File: src/rtl/note_scheduler.sv
// Timed note sequencer/arbiter feeding the audio block: SFX beats BGM, rests are inserted between notes.
// Optional feature macro: SFX_PREEMPT_EN (an SFX request may cut short a BGM note in HOLD).
module note_scheduler #(
    parameter int TICK_DIV = 1_000_000,
    parameter int DUR_W    = 8
) (
    input  logic             clk,
    input  logic             rstn,
    input  logic             bgm_valid,
    input  logic [3:0]       bgm_note,
    input  logic [DUR_W-1:0] bgm_dur,
    output logic             bgm_ready,
    input  logic             sfx_valid,
    input  logic [3:0]       sfx_note,
    input  logic [DUR_W-1:0] sfx_dur,
    output logic             sfx_ready,
    output logic [3:0]       note,
    output logic             note_en,
    output logic             busy,
    output logic             src
);

    typedef enum logic [1:0] {IDLE, LOAD, FIRE, HOLD} state_t;

    localparam int            PW       = (TICK_DIV > 1) ? $clog2(TICK_DIV) : 1;
    localparam logic [PW-1:0] PRE_LAST = PW'(TICK_DIV - 1);

    state_t             state_q, state_d;
    logic [3:0]         note_q, note_d;
    logic               src_q, src_d;
    logic               note_en_q, note_en_d;
    logic               silent_q, silent_d;
    logic [DUR_W-1:0]   dcnt_q, dcnt_d;
    logic [PW-1:0]      pre_q, pre_d;

    // A zero-length request still sounds for one full tick.
    function automatic logic [DUR_W-1:0] dur_ticks(input logic [DUR_W-1:0] d);
        return (d == '0) ? DUR_W'(1) : d;
    endfunction

    always_comb begin
        state_d   = state_q;
        note_d    = note_q;
        src_d     = src_q;
        note_en_d = 1'b0;
        silent_d  = silent_q;
        dcnt_d    = dcnt_q;
        pre_d     = pre_q;
        bgm_ready = 1'b0;
        sfx_ready = 1'b0;

        case (state_q)
            IDLE: begin
                if (sfx_valid) begin
                    sfx_ready = 1'b1;
                    note_d    = sfx_note;
                    src_d     = 1'b1;
                    dcnt_d    = dur_ticks(sfx_dur);
                    silent_d  = 1'b0;
                    state_d   = LOAD;
                end else begin
                    bgm_ready = 1'b1;
                    if (bgm_valid) begin
                        note_d   = bgm_note;
                        src_d    = 1'b0;
                        dcnt_d   = dur_ticks(bgm_dur);
                        silent_d = 1'b0;
                        state_d  = LOAD;
                    end else if (!silent_q) begin
                        // Gap in the stream: play one rest so the previous note stops.
                        note_d   = 4'h0;
                        silent_d = 1'b1;
                        state_d  = LOAD;
                    end
                end
            end
            LOAD: begin
                note_en_d = 1'b1;
                state_d   = FIRE;
            end
            FIRE: begin
                pre_d   = '0;
                state_d = silent_q ? IDLE : HOLD;
            end
            HOLD: begin
                if (pre_q == PRE_LAST) begin
                    pre_d  = '0;
                    dcnt_d = dcnt_q - DUR_W'(1);
                    if (dcnt_q == DUR_W'(1)) begin
                        state_d = IDLE;
                    end
                end else begin
                    pre_d = pre_q + PW'(1);
                end
`ifdef SFX_PREEMPT_EN
                if (!src_q) begin
                    sfx_ready = sfx_valid;
                    if (sfx_valid) begin
                        note_d   = sfx_note;
                        src_d    = 1'b1;
                        dcnt_d   = dur_ticks(sfx_dur);
                        silent_d = 1'b0;
                        state_d  = LOAD;
                    end
                end
`endif
            end
            default: state_d = IDLE;
        endcase

        if (!rstn) begin
            bgm_ready = 1'b0;
            sfx_ready = 1'b0;
        end
    end

    always_ff @(posedge clk) begin
        if (!rstn) begin
            state_q   <= IDLE;
            note_q    <= 4'h0;
            src_q     <= 1'b0;
            note_en_q <= 1'b0;
            silent_q  <= 1'b1;
        end else begin
            state_q   <= state_d;
            note_q    <= note_d;
            src_q     <= src_d;
            note_en_q <= note_en_d;
            silent_q  <= silent_d;
        end
    end

    always_ff @(posedge clk) begin
        dcnt_q <= dcnt_d;
        pre_q  <= pre_d;
    end

    assign note    = note_q;
    assign note_en = note_en_q;
    assign src     = src_q;
    assign busy    = (state_q != IDLE);

endmodule

File: config.mk
export PLATFORM = sky130hd
export DESIGN_NAME = note_scheduler
export DESIGN_NICKNAME = d
export VERILOG_FILES = /design/src/rtl/note_scheduler.sv
export SDC_FILE = /design/constraint.sdc
export NUM_CORES = 1
export LEC_CHECK = 0
export ABC_CLOCK_PERIOD_IN_PS = 3000
export CAP_MARGIN = 40
export CORE_MARGIN = 10
export CORE_UTILIZATION = 50
export DETAILED_ROUTE_END_ITERATION = 10
export GPL_ROUTABILITY_DRIVEN = 1
export PLACE_DENSITY = 0.73
export SLEW_MARGIN = 20
export SYNTH_ARGS = -nofsm -noshare
export SYNTH_HDL_FRONTEND = slang
export SYNTH_SLANG_ARGS = --single-unit
File: constraint.sdc
create_clock -name clk -period 3 [get_ports clk]
set_clock_uncertainty 0.1 [all_clocks]
set_input_delay 0.45 -clock clk [delete_from_list [all_inputs] [get_ports clk]]
set_output_delay 0.45 -clock clk [all_outputs]
set_load 0.005 [all_outputs]
After elaboration in Yosys (flattened, before gate mapping). Index checks and enable logic that the tools add are counted.

Register bits after elaboration: 37. Latch bits: 0. Bits in writable memories: 0. ROM bits: 0. Bits of input ports: 28. Output and inout port bits: 9. Logic and storage cells: 59. Memories: 0.

Add/subtract/negate cells: 2. Multiply operators: 0. Div/mod/pow operators: 0. $lt $le $gt $ge: 0. Equality and inequality tests: 10. Shift-type cells: 0. Muxes and demuxes: 29. Bitwise gates (word level): 0. Reductions and logical operators: 11.

Operators with widths (number): $mux W8 (5); $pmux W20 S2 (1); $add A20 B1 Y20 const B (1); $eq A20 B20 Y1 const B (1); $mux W20 (1); $logic_not A8 Y1 (2); $pmux W8 S2 (1); $mux W2 (6); $mux W4 (3); $mux W1 (11); $eq A8 B1 Y1 const B (1); $pmux W2 S4 (1); $reduce_bool A2 Y1 (4); $sub A8 B1 Y8 const B (1); $ne A3 B3 Y1 const B (2); $reduce_and A3 Y1 (2); $eq A2 B2 Y1 const B (2); $ne A2 B2 Y1 const B (2); $ne A4 B4 Y1 const B (1); $reduce_and A2 Y1 (2); $eq A2 B1 Y1 const B (1); $logic_not A2 Y1 (1).

Longest topological paths before layout. Gate-level depths: netlist of the first run.

Depth in word-level cells: 5. Gate-level depth with buffers: 7. Gate-level depth less buffers: 7.

Worst setup path after synthesis of the first run. No wires, ideal clock.

Path type: reg2reg. Start point: register pre_q[0]. End point: register dcnt_q[0], enable pin. Setup time: 0.329 ns. Arrival: 1.390 ns. Data required time: 2.571 ns. Slack: 1.182 ns. Stages on the path, launching flop included: 7. Buffers on the path: 0. Period minus slack after synthesis: 1.818 ns. Path through: edfxtp_1 -> ha_1 -> nand3_1 -> nor2_1 -> and4_4 -> nand3_1 -> nand2_1.

Word-level cells in the longest chain between the ends: 3.

RTL lines: start, declared (RTL line 34) `logic [PW-1:0] pre_q, pre_d;`; start signal, assigned (RTL line 135) `pre_q <= pre_d;`; $eq A20 B20 Y1 (RTL line 86) `if (pre_q == PRE_LAST) begin`; $ne A2 B2 Y1 (no line); $reduce_and A3 Y1 (no line); end signal, assigned (RTL line 134) `dcnt_q <= dcnt_d;`; end, declared (RTL line 33) `logic [DUR_W-1:0] dcnt_q, dcnt_d;`.

Every way passes these cells. A chain may end at the register's enable or synchronous reset.

Final worst setup path of the first run.
Start point: input port rstn. End point: output port sfx_ready.

Word-level cells in the longest chain between the ends: 1.

RTL lines: start, declared (RTL line 8) `input logic rstn,`; $mux W1 (RTL line 111) `if (!rstn) begin`; end, declared (RTL line 16) `output logic sfx_ready,`.

Every way passes these cells.

==> results of run 1 <==
-- cell families after synthesis --
| group | count (synthesis) | synth area share (%) |
|---|---|---|
| buffers and inverters | 15 | 3.81 |
| DFF | 37 | 48.6 |
| muxes | 8 | 3.87 |
| AOI/OAI and AO/OA | 28 | 9.53 |
| xor gates and xnor gates | 24 | 10.0 |
| and+or+nand+nor | 92 | 22.4 |
| adders and majority gates | 3 | 1.79 |
-- stage by stage --
step           setup WS, ns  total power [uW]  instance area [um^2]  hold slack [ns]
3_5_place_dp          0.584              1030                  2480            0.391
6_report              0.608              1370                  2570            0.406
4_1_cts               0.592              1380                  2570            0.407
5_1_grt               0.526              1450                  2570            0.429
2_1_floorplan          1.18               902                  2100            0.395
3_3_place_gp          0.589              1020                  2480            0.386
-- cells in the final DEF, fill, tap and decap left out, drive strengths merged --
master | Yosys | final
nor2 | 34 | 34
nand2 | 21 | 21
xor2 | 14 | 14
mux2i | 7 | 7
and3 | 9 | 9
and4 | 4 | 4
nor4b | 3 | 3
mux2 | 1 | 1
a22oi | 5 | 5
or2 | 1 | 1
o211a | 6 | 6
a21oi | 10 | 10
nor2b | 2 | 2
ha | 3 | 3
xnor2 | 10 | 10
a31oi | 2 | 2
nand3b | 1 | 1
or4 | 1 | 1
nor4 | 4 | 4
nor3 | 3 | 3
clkdlybuf4s50 | 0 | 36
dfxtp | 9 | 9
o311ai | 1 | 1
nand3 | 7 | 7
o21ai | 4 | 4
nand2b | 1 | 1
buf | 7 | 2
nand4 | 1 | 1
inv | 5 | 5
edfxtp | 28 | 28
clkbuf | 3 | 8
-- per-layer routing --
metal  vias up  part of all wire (%)  global-route usage [%]  wire length [um]
li1        807                     -                       -                 -
met1       710                    45                    13.2              1820
met2        53                    45                    18.2              1810
met3         2                   9.9                    6.69               400
met4         0                  0.25                    2.69                10
met5         -                     0                       0                 0
-- flip-flops by register name, summed over array words and instances (netlist names) --
register and flops:
dcnt_q 8, note 4, note_en 1, pre_q 20
silent_q 1, src 1, state_q 2
-- final cells by class --
cell class                      count  share of cell area [%]
Tap cell                           50                    2.44
Inverter                            5                   0.731
Timing Repair Buffer               38                    14.6
Multi-Input combinational cell    155                    38.9
Clock buffer                        8                    3.51
Sequential cell                    37                    39.8
-- report_power, final --
group / switching (uW) / leakage (uW) / internal [uW]
Sequential: 64.0 / 0.000343 / 643
Combinational: 152 / 0.000606 / 157
Clock: 166 / 0.0000455 / 187
-- how the worst max path moves through the flow --
| stage | start | endpoint | slack [ns] | cells after the start |
|---|---|---|---|---|
| 2_1_floorplan | pre_q[0] | dcnt_q[0] | 1.18 | 6 |
| 3_3_place_gp | rstn | sfx_ready | 0.59 | 3 |
| 3_5_place_dp | rstn | sfx_ready | 0.58 | 3 |
| 4_1_cts | rstn | sfx_ready | 0.59 | 3 |
| 5_1_grt | rstn | bgm_ready | 0.53 | 4 |
| 6_report | rstn | sfx_ready | 0.61 | 3 |
==> impl_results.html, run 1 <==
<table>
<tr><th>Metric</th><th>Value</th></tr>
<tr><th colspan="2">Run status</th></tr>
<tr><td>Outcome</td><td>finished, final reports clean</td></tr>
<tr><th colspan="2">Layout</th></tr>
<tr><td>Fin cells</td><td>293</td></tr>
<tr><td>Filler cell count</td><td>343</td></tr>
<tr><td>Seq. cell area</td><td>1020 um^2</td></tr>
<tr><td>Multi-input logic area</td><td>1000 um^2</td></tr>
<tr><td>Antenna cell count</td><td>0</td></tr>
<tr><td>Fraction of the core area covered by cells at the end of the flow</td><td>63.7%</td></tr>
<tr><td>Share of final-layout standard cells stronger than drive strength 1</td><td>6.17%</td></tr>
<tr><td>Final layout net count</td><td>273</td></tr>
<tr><td>Layout area overhead</td><td>22.2%</td></tr>
<tr><th colspan="2">Route</th></tr>
<tr><td>Violation count after the first detailed-route iteration</td><td>79</td></tr>
<tr><td>Wirelength, routed</td><td>4030 um</td></tr>
<tr><td>Count of TritonRoute iterations in the first routing pass</td><td>4</td></tr>
<tr><td>Detailed-route via count</td><td>1572</td></tr>
<tr><td>Average wire length per cell after detail routing</td><td>13.8 um</td></tr>
<tr><td>Average via count per standard cell</td><td>5.37</td></tr>
<tr><td>Post-route antenna net violation count</td><td>0</td></tr>
<tr><td>Number of remaining DRC errors</td><td>0</td></tr>
<tr><th colspan="2">CTS</th></tr>
<tr><td>Insertion delay to the later sink of the worst-skew pair</td><td>0.29 ns</td></tr>
<tr><td>TritonCTS buffer count</td><td>5</td></tr>
<tr><td>Clock-pin slew of the registers on the worst-case setup and hold paths</td><td>0.07 ns</td></tr>
<tr><td>TritonCTS clock tree</td><td>yes</td></tr>
<tr><td>Gates resized, CTS repair</td><td>0</td></tr>
<tr><td>Post-cts hold buffer count</td><td>0</td></tr>
<tr><td>CTS H-tree depth</td><td>2</td></tr>
<tr><td>Library cell used as clock root buffer</td><td>sky130_fd_sc_hd__clkbuf_8</td></tr>
<tr><td>Maximum count of clock buffers along a single path</td><td>2</td></tr>
<tr><td>Setup bufs post-CTS</td><td>0</td></tr>
<tr><td>Number of clock sinks</td><td>37</td></tr>
<tr><th colspan="2">Min path</th></tr>
<tr><td>Hold Path Depth</td><td>1</td></tr>
<tr><td>Startpoint of the lowest-slack hold path</td><td>note[1]</td></tr>
<tr><td>Hold Crit Endpoint</td><td>note[1]</td></tr>
<tr><td>Classification of the worst-slack hold path</td><td>reg2reg</td></tr>
<tr><th colspan="2">Die</th></tr>
<tr><td>Top-Level Pins</td><td>37</td></tr>
<tr><td>Die Ht</td><td>84.8 um</td></tr>
<tr><td>Core Rows</td><td>23</td></tr>
<tr><td>Core Box Area</td><td>4030 um^2</td></tr>
<tr><td>Initial standard-cell utilization of the core</td><td>52.1%</td></tr>
<tr><td>Die width</td><td>84.8 um</td></tr>
<tr><td>Die outline area</td><td>7190 um^2</td></tr>
<tr><th colspan="2">Yosys</th></tr>
<tr><td>Total number of yosys warnings</td><td>0</td></tr>
<tr><td>Total standard cell area after synthesis</td><td>2100 um^2</td></tr>
<tr><td>Number of enable-type register cells in the synthesized netlist</td><td>28</td></tr>
<tr><td>Syn nets</td><td>238</td></tr>
<tr><td>Share of synthesized area occupied by flip-flops and latches</td><td>48.6%</td></tr>
<tr><td>Post-Syn Area per Cell</td><td>10.1 um^2</td></tr>
<tr><td>Synth Register Bits</td><td>37</td></tr>
<tr><td>Ranking of synthesized cells by instance count</td><td>sky130_fd_sc_hd__nor2_1 (33), sky130_fd_sc_hd__edfxtp_1 (28), sky130_fd_sc_hd__nand2_1 (21)</td></tr>
<tr><td>Largest area contributor in the netlist</td><td>sky130_fd_sc_hd__edfxtp_1</td></tr>
<tr><td>Netlist cell types</td><td>37</td></tr>
<tr><td>Synth top area share</td><td>40.0%</td></tr>
<tr><td>Post-synth ARST share</td><td>0%</td></tr>
<tr><td>Cell with the most instances after synthesis</td><td>sky130_fd_sc_hd__nor2_1</td></tr>
<tr><td>Most area-consuming cells after synthesis</td><td>sky130_fd_sc_hd__edfxtp_1 (40%), sky130_fd_sc_hd__dfxtp_1 (8.6%), sky130_fd_sc_hd__nor2_1 (5.9%)</td></tr>
<tr><td>Most used flip-flop cell after synthesis</td><td>sky130_fd_sc_hd__edfxtp_1</td></tr>
<tr><td>Cell count after synthesis</td><td>207</td></tr>
<tr><th colspan="2">Critical path</th></tr>
<tr><td>Register-to-register setup slack</td><td>0.98 ns</td></tr>
<tr><td>Data arrival time of the critical path</td><td>1.84 ns</td></tr>
<tr><td>Setup crit start kind</td><td>input port</td></tr>
<tr><td>Buf/Inv on CP</td><td>2</td></tr>
<tr><td>Crit-path max FO</td><td>11</td></tr>
<tr><td>Worst r2r dst</td><td>dcnt_q[6]</td></tr>
<tr><td>Worst Reg-to-Reg Cells</td><td>6</td></tr>
<tr><td>Series of cell instances along the critical path</td><td>clkdlybuf4s50_1, and3_1, clkdlybuf4s50_1</td></tr>
<tr><td>Source of the worst register-to-register timing path</td><td>pre_q[0]</td></tr>
<tr><td>Crit-path max cell delay</td><td>0.67 ns</td></tr>
<tr><td>Cell with the most instances on the worst path</td><td>sky130_fd_sc_hd__clkdlybuf4s50_1</td></tr>
<tr><td>Critical Setup Path Class</td><td>in2out</td></tr>
<tr><td>Slowest CP cell</td><td>sky130_fd_sc_hd__clkdlybuf4s50_1</td></tr>
<tr><td>Category of cells accounting for the largest share of critical-path delay</td><td>buffers and inverters</td></tr>
<tr><td>Element type at the critical path end</td><td>output pin</td></tr>
<tr><td>Required time at the worst-slack endpoint</td><td>2.45 ns</td></tr>
<tr><th colspan="2">Placement</th></tr>
<tr><td>DP Wirelength</td><td>3080 um</td></tr>
<tr><td>Number of placed cells counting well taps</td><td>285</td></tr>
<tr><td>Count of buffers inserted at the top-level ports</td><td>36</td></tr>
<tr><td>Global placer's final weighted congestion</td><td>0.750</td></tr>
<tr><th colspan="2">Global routing</th></tr>
<tr><td>Number of global-route vias before repair</td><td>1626</td></tr>
<tr><td>Initial antenna violation count</td><td>0</td></tr>
<tr><td>Wire length of the first global-routing pass</td><td>7040 um</td></tr>
<tr><td>Global route total overflow</td><td>0</td></tr>
<tr><td>GR Util All Layers</td><td>11.6%</td></tr>
<tr><td>Maximum number of pins on one net before global-route repair</td><td>28</td></tr>
<tr><th colspan="2">Run</th></tr>
<tr><td>Reported max-cap violation count</td><td>0</td></tr>
<tr><th colspan="2">STA</th></tr>
<tr><td>Hold violation total from the final report</td><td>0</td></tr>
<tr><td>Peak clock frequency supported by timing</td><td>0.418 GHz</td></tr>
<tr><td>Setup-violating endpoint count in the final report</td><td>0</td></tr>
<tr><td>Max-slew headroom at the worst pin</td><td>65.9%</td></tr>
<tr><td>Minimum clock period after layout</td><td>2.39 ns</td></tr>
<tr><td>Transition time at the pin with the least slew margin</td><td>0.511 ns</td></tr>
<tr><td>Setup TNS Final</td><td>0 ns</td></tr>
<tr><td>Pins over their slew limit</td><td>0</td></tr>
<tr><td>Unrepaired setup endpoints after global routing</td><td>no</td></tr>
<tr><td>Share of the clock period used by the worst path</td><td>79.7%</td></tr>
<tr><th colspan="2">Pwr</th></tr>
<tr><td>Leakage power total</td><td>0.000994 uW</td></tr>
<tr><td>Pwr dens</td><td>533 nW/um^2</td></tr>
<tr><td>Worst ir drop on vdd</td><td>232 uV</td></tr>
</table>
No activity file was read; power rests on OpenSTA's default activity.
==> run 2, diff against run 1 <==
- ABC_CLOCK_PERIOD_IN_PS: 3000 -> 2400
- clock period: 3 -> 2.4 ns (I/O delays scaled with it)
==> run 2 against run 1 <==
Final cell count is 1.0% higher. Total power is 24% higher. Largest cell class unchanged. Routed wire length is 3.6% lower. Highest routed layer unchanged. Flip-flop and latch count stayed put. Register-to-register slack worse by 0.59 ns. Setup slack worse by 0.43 ns. Clock-buffer cell count is 3 lower. First-iteration DRC count is 23% higher. Worst hold slack worse by 0.0018 ns. Via count is 2.0% lower.
==> impl_results.html, run 2 (synthesized netlist as in run 1, its figures left out) <==
<table>
<tr><th>Metric</th><th>Value</th></tr>
<tr><th colspan="2">STA</th></tr>
<tr><td>Hold violation total from the final report</td><td>0 (unchanged)</td></tr>
<tr><td>Setup-violating endpoint count in the final report</td><td>0 (unchanged)</td></tr>
<tr><td>Max-slew headroom at the worst pin</td><td>72.1% (+6.2 points)</td></tr>
<tr><td>Setup TNS Final</td><td>0 ns (unchanged)</td></tr>
<tr><td>Setup ws final</td><td>0.177 ns (-0.431 ns)</td></tr>
<tr><td>Transition time at the pin with the least slew margin</td><td>0.417 ns (-0.0932 ns)</td></tr>
<tr><td>Share of the clock period used by the worst path</td><td>92.6%</td></tr>
<tr><td>Pins over their slew limit</td><td>0 (unchanged)</td></tr>
<tr><td>Unrepaired setup endpoints after global routing</td><td>no</td></tr>
<tr><td>Minimum clock period after layout</td><td>2.22 ns</td></tr>
<tr><td>Peak clock frequency supported by timing</td><td>0.450 GHz</td></tr>
<tr><th colspan="2">Route</th></tr>
<tr><td>Average via count per standard cell</td><td>5.21 (-3.0%)</td></tr>
<tr><td>Average wire length per cell after detail routing</td><td>13.1 um (-4.6%)</td></tr>
<tr><td>Number of remaining DRC errors</td><td>0 (unchanged)</td></tr>
<tr><td>Wirelength, routed</td><td>3890 um (-3.6%)</td></tr>
<tr><td>Post-route antenna net violation count</td><td>0 (unchanged)</td></tr>
<tr><td>Count of TritonRoute iterations in the first routing pass</td><td>4 (unchanged)</td></tr>
<tr><td>Violation count after the first detailed-route iteration</td><td>97 (+23%)</td></tr>
<tr><td>Detailed-route via count</td><td>1541 (-2.0%)</td></tr>
<tr><th colspan="2">CTS</th></tr>
<tr><td>Clock-pin slew of the registers on the worst-case setup and hold paths</td><td>0.08 ns (about the same)</td></tr>
<tr><td>Insertion delay to the later sink of the worst-skew pair</td><td>0.28 ns (about the same)</td></tr>
<tr><td>Maximum count of clock buffers along a single path</td><td>2 (unchanged)</td></tr>
<tr><td>Post-cts hold buffer count</td><td>0 (unchanged)</td></tr>
<tr><td>Setup bufs post-CTS</td><td>0 (unchanged)</td></tr>
<tr><td>Gates resized, CTS repair</td><td>0 (unchanged)</td></tr>
<tr><td>Library cell used as clock root buffer</td><td>sky130_fd_sc_hd__clkbuf_8</td></tr>
<tr><td>TritonCTS buffer count</td><td>5 (unchanged)</td></tr>
<tr><td>TritonCTS clock tree</td><td>yes</td></tr>
<tr><td>CTS H-tree depth</td><td>2 (unchanged)</td></tr>
<tr><td>Number of clock sinks</td><td>37 (unchanged)</td></tr>
<tr><th colspan="2">Layout</th></tr>
<tr><td>Layout area overhead</td><td>23.2%</td></tr>
<tr><td>Share of final-layout standard cells stronger than drive strength 1</td><td>8.13% (+2.0 points)</td></tr>
<tr><td>Flip-flop count of the largest register after layout</td><td>20 (unchanged)</td></tr>
<tr><td>Most common cell after layout, fill and taps aside</td><td>sky130_fd_sc_hd__clkdlybuf4s50_1</td></tr>
<tr><td>Final layout net count</td><td>276 (+1.1%)</td></tr>
<tr><td>Antenna cell count</td><td>0 (unchanged)</td></tr>
<tr><td>Reg with most FFs</td><td>pre_q</td></tr>
<tr><td>Most frequent cells in the layout</td><td>sky130_fd_sc_hd__clkdlybuf4s50_1 (36), sky130_fd_sc_hd__nor2_1 (33), sky130_fd_sc_hd__edfxtp_1 (28)</td></tr>
<tr><th colspan="2">Die</th></tr>
<tr><td>Top-Level Pins</td><td>37 (unchanged)</td></tr>
<tr><td>Die Ht</td><td>84.8 um (unchanged)</td></tr>
<tr><td>Core Box Area</td><td>4030 um^2 (unchanged)</td></tr>
<tr><td>Initial standard-cell utilization of the core</td><td>52.1% (unchanged)</td></tr>
<tr><td>Die outline area</td><td>7190 um^2 (unchanged)</td></tr>
<tr><td>Die width</td><td>84.8 um (unchanged)</td></tr>
<tr><td>Core Rows</td><td>23 (unchanged)</td></tr>
<tr><th colspan="2">Pwr</th></tr>
<tr><td>Worst ir drop on vdd</td><td>289 uV (+24%)</td></tr>
<tr><td>Leakage power total</td><td>0.00101 uW (+1.8%)</td></tr>
<tr><td>Pwr dens</td><td>656 nW/um^2 (+23%)</td></tr>
<tr><th colspan="2">Global routing</th></tr>
<tr><td>Initial antenna violation count</td><td>0 (unchanged)</td></tr>
<tr><td>GR Util All Layers</td><td>11.1% (-0.49 points)</td></tr>
<tr><td>Wire length of the first global-routing pass</td><td>6880 um (-2.3%)</td></tr>
<tr><td>Maximum number of pins on one net before global-route repair</td><td>28 (unchanged)</td></tr>
<tr><td>Number of global-route vias before repair</td><td>1619 (-0.43%)</td></tr>
<tr><td>Global route total overflow</td><td>0 (unchanged)</td></tr>
<tr><th colspan="2">Critical path</th></tr>
<tr><td>Worst r2r dst</td><td>dcnt_q[4]</td></tr>
<tr><td>Slowest CP cell</td><td>sky130_fd_sc_hd__clkdlybuf4s50_1</td></tr>
<tr><td>Setup crit start kind</td><td>register</td></tr>
<tr><td>Source of the worst register-to-register timing path</td><td>pre_q[0]</td></tr>
<tr><td>Critical Setup Path Class</td><td>reg2out</td></tr>
<tr><td>Crit-path max FO</td><td>8 (-3)</td></tr>
<tr><td>Data arrival time of the critical path</td><td>1.76 ns (-0.08 ns)</td></tr>
<tr><td>Series of cell instances along the critical path</td><td>nor2_1, and3_1, clkdlybuf4s50_1</td></tr>
<tr><td>Start point of the critical path</td><td>state_q[0]</td></tr>
<tr><td>Required time at the worst-slack endpoint</td><td>1.94 ns (-0.51 ns)</td></tr>
<tr><td>Crit-path max cell delay</td><td>0.51 ns (-0.16 ns)</td></tr>
<tr><td>Timing endpoint of the critical path</td><td>sfx_ready</td></tr>
<tr><td>Element type at the critical path end</td><td>output pin</td></tr>
<tr><td>Worst Reg-to-Reg Cells</td><td>6 (unchanged)</td></tr>
<tr><td>Register-to-register setup slack</td><td>0.39 ns (-0.59 ns)</td></tr>
<tr><th colspan="2">Placement</th></tr>
<tr><td>DP Wirelength</td><td>2950 um (-4.2%)</td></tr>
<tr><td>Global placer's final weighted congestion</td><td>0.763 (+1.8%)</td></tr>
<tr><td>Count of buffers inserted at the top-level ports</td><td>36 (unchanged)</td></tr>
<tr><td>Worst setup timing slack at the placement stage</td><td>0.315 ns (-0.269 ns)</td></tr>
<tr><th colspan="2">Min path</th></tr>
<tr><td>Classification of the worst-slack hold path</td><td>reg2reg</td></tr>
<tr><th colspan="2">Run</th></tr>
<tr><td>Reported max-cap violation count</td><td>0 (unchanged)</td></tr>
<tr><th colspan="2">Run status</th></tr>
<tr><td>Outcome</td><td>finished, final reports clean</td></tr>
</table>
[run 2: cell count changes in the layout (fill, tap and decap cells not counted)]
| cell | previous run | this run |
|---|---|---|
| sky130_fd_sc_hd__buf_4 | 2 | 5 |
| sky130_fd_sc_hd__inv_4 | 0 | 3 |
| sky130_fd_sc_hd__clkbuf_1 | 2 | 0 |
| sky130_fd_sc_hd__clkbuf_8 | 6 | 5 |
[run 2: layout make-up]
| type | instances | area (um^2) |
|---|---|---|
| clock inverters | 3 | 18.8 |
| multi-input cells | 155 | 1000 |
| well taps | 50 | 62.6 |
| flip-flops and latches | 37 | 1020 |
| inverters | 5 | 18.8 |
| repair buffers | 41 | 398 |
| clock buffers | 5 | 68.8 |
| fillers | 334 | 1440 |
[run 2: stage by stage]
step                instance area, um^2  total power, uW  hold slack (ns)  std cells  util (%)
finish                             2590             1700            0.405        296      64.2
global route                       2590             1790            0.427        296      64.2
CTS                                2590             1710            0.410        296      64.2
detailed placement                 2500             1280            0.386        288      62.0
global placement                   2500             1280            0.383        288      62.0
floorplan                          2100             1130            0.395        207         -
[run 2: worst max-delay path: cells and delay by family (launching register included)]
family,cells,cell delay [ns]
DFF,1,0.39
buffers and inverters,1,0.51
and+or+nand+nor,2,0.58
[run 2: where the power goes]
part	internal, uW	total, uW	switching [uW]	leakage [uW]
combinational	200	385	185	0.000620
clock	206	427	222	0.0000493
sequential	803	884	81.0	0.000343
[run 2: worst min path at each step]
stage | startpoint | end | slack (ns) | cells past startpoint
floorplan | note[0] | note[0] | 0.40 | 1
global placement | note[2] | note[2] | 0.38 | 1
detailed placement | note[2] | note[2] | 0.39 | 1
CTS | note[0] | note[0] | 0.41 | 1
global route | note[2] | note[2] | 0.43 | 1
finish | note[3] | note[3] | 0.40 | 1
[run 2: metal layers]
layer	GRT usage [%]	vias up	routed length, um
met3	6.12	3	353
met4	3.14	0	25
li1	-	814	-
met2	17.0	41	1650
met5	0	-	0
met1	13.0	683	1850
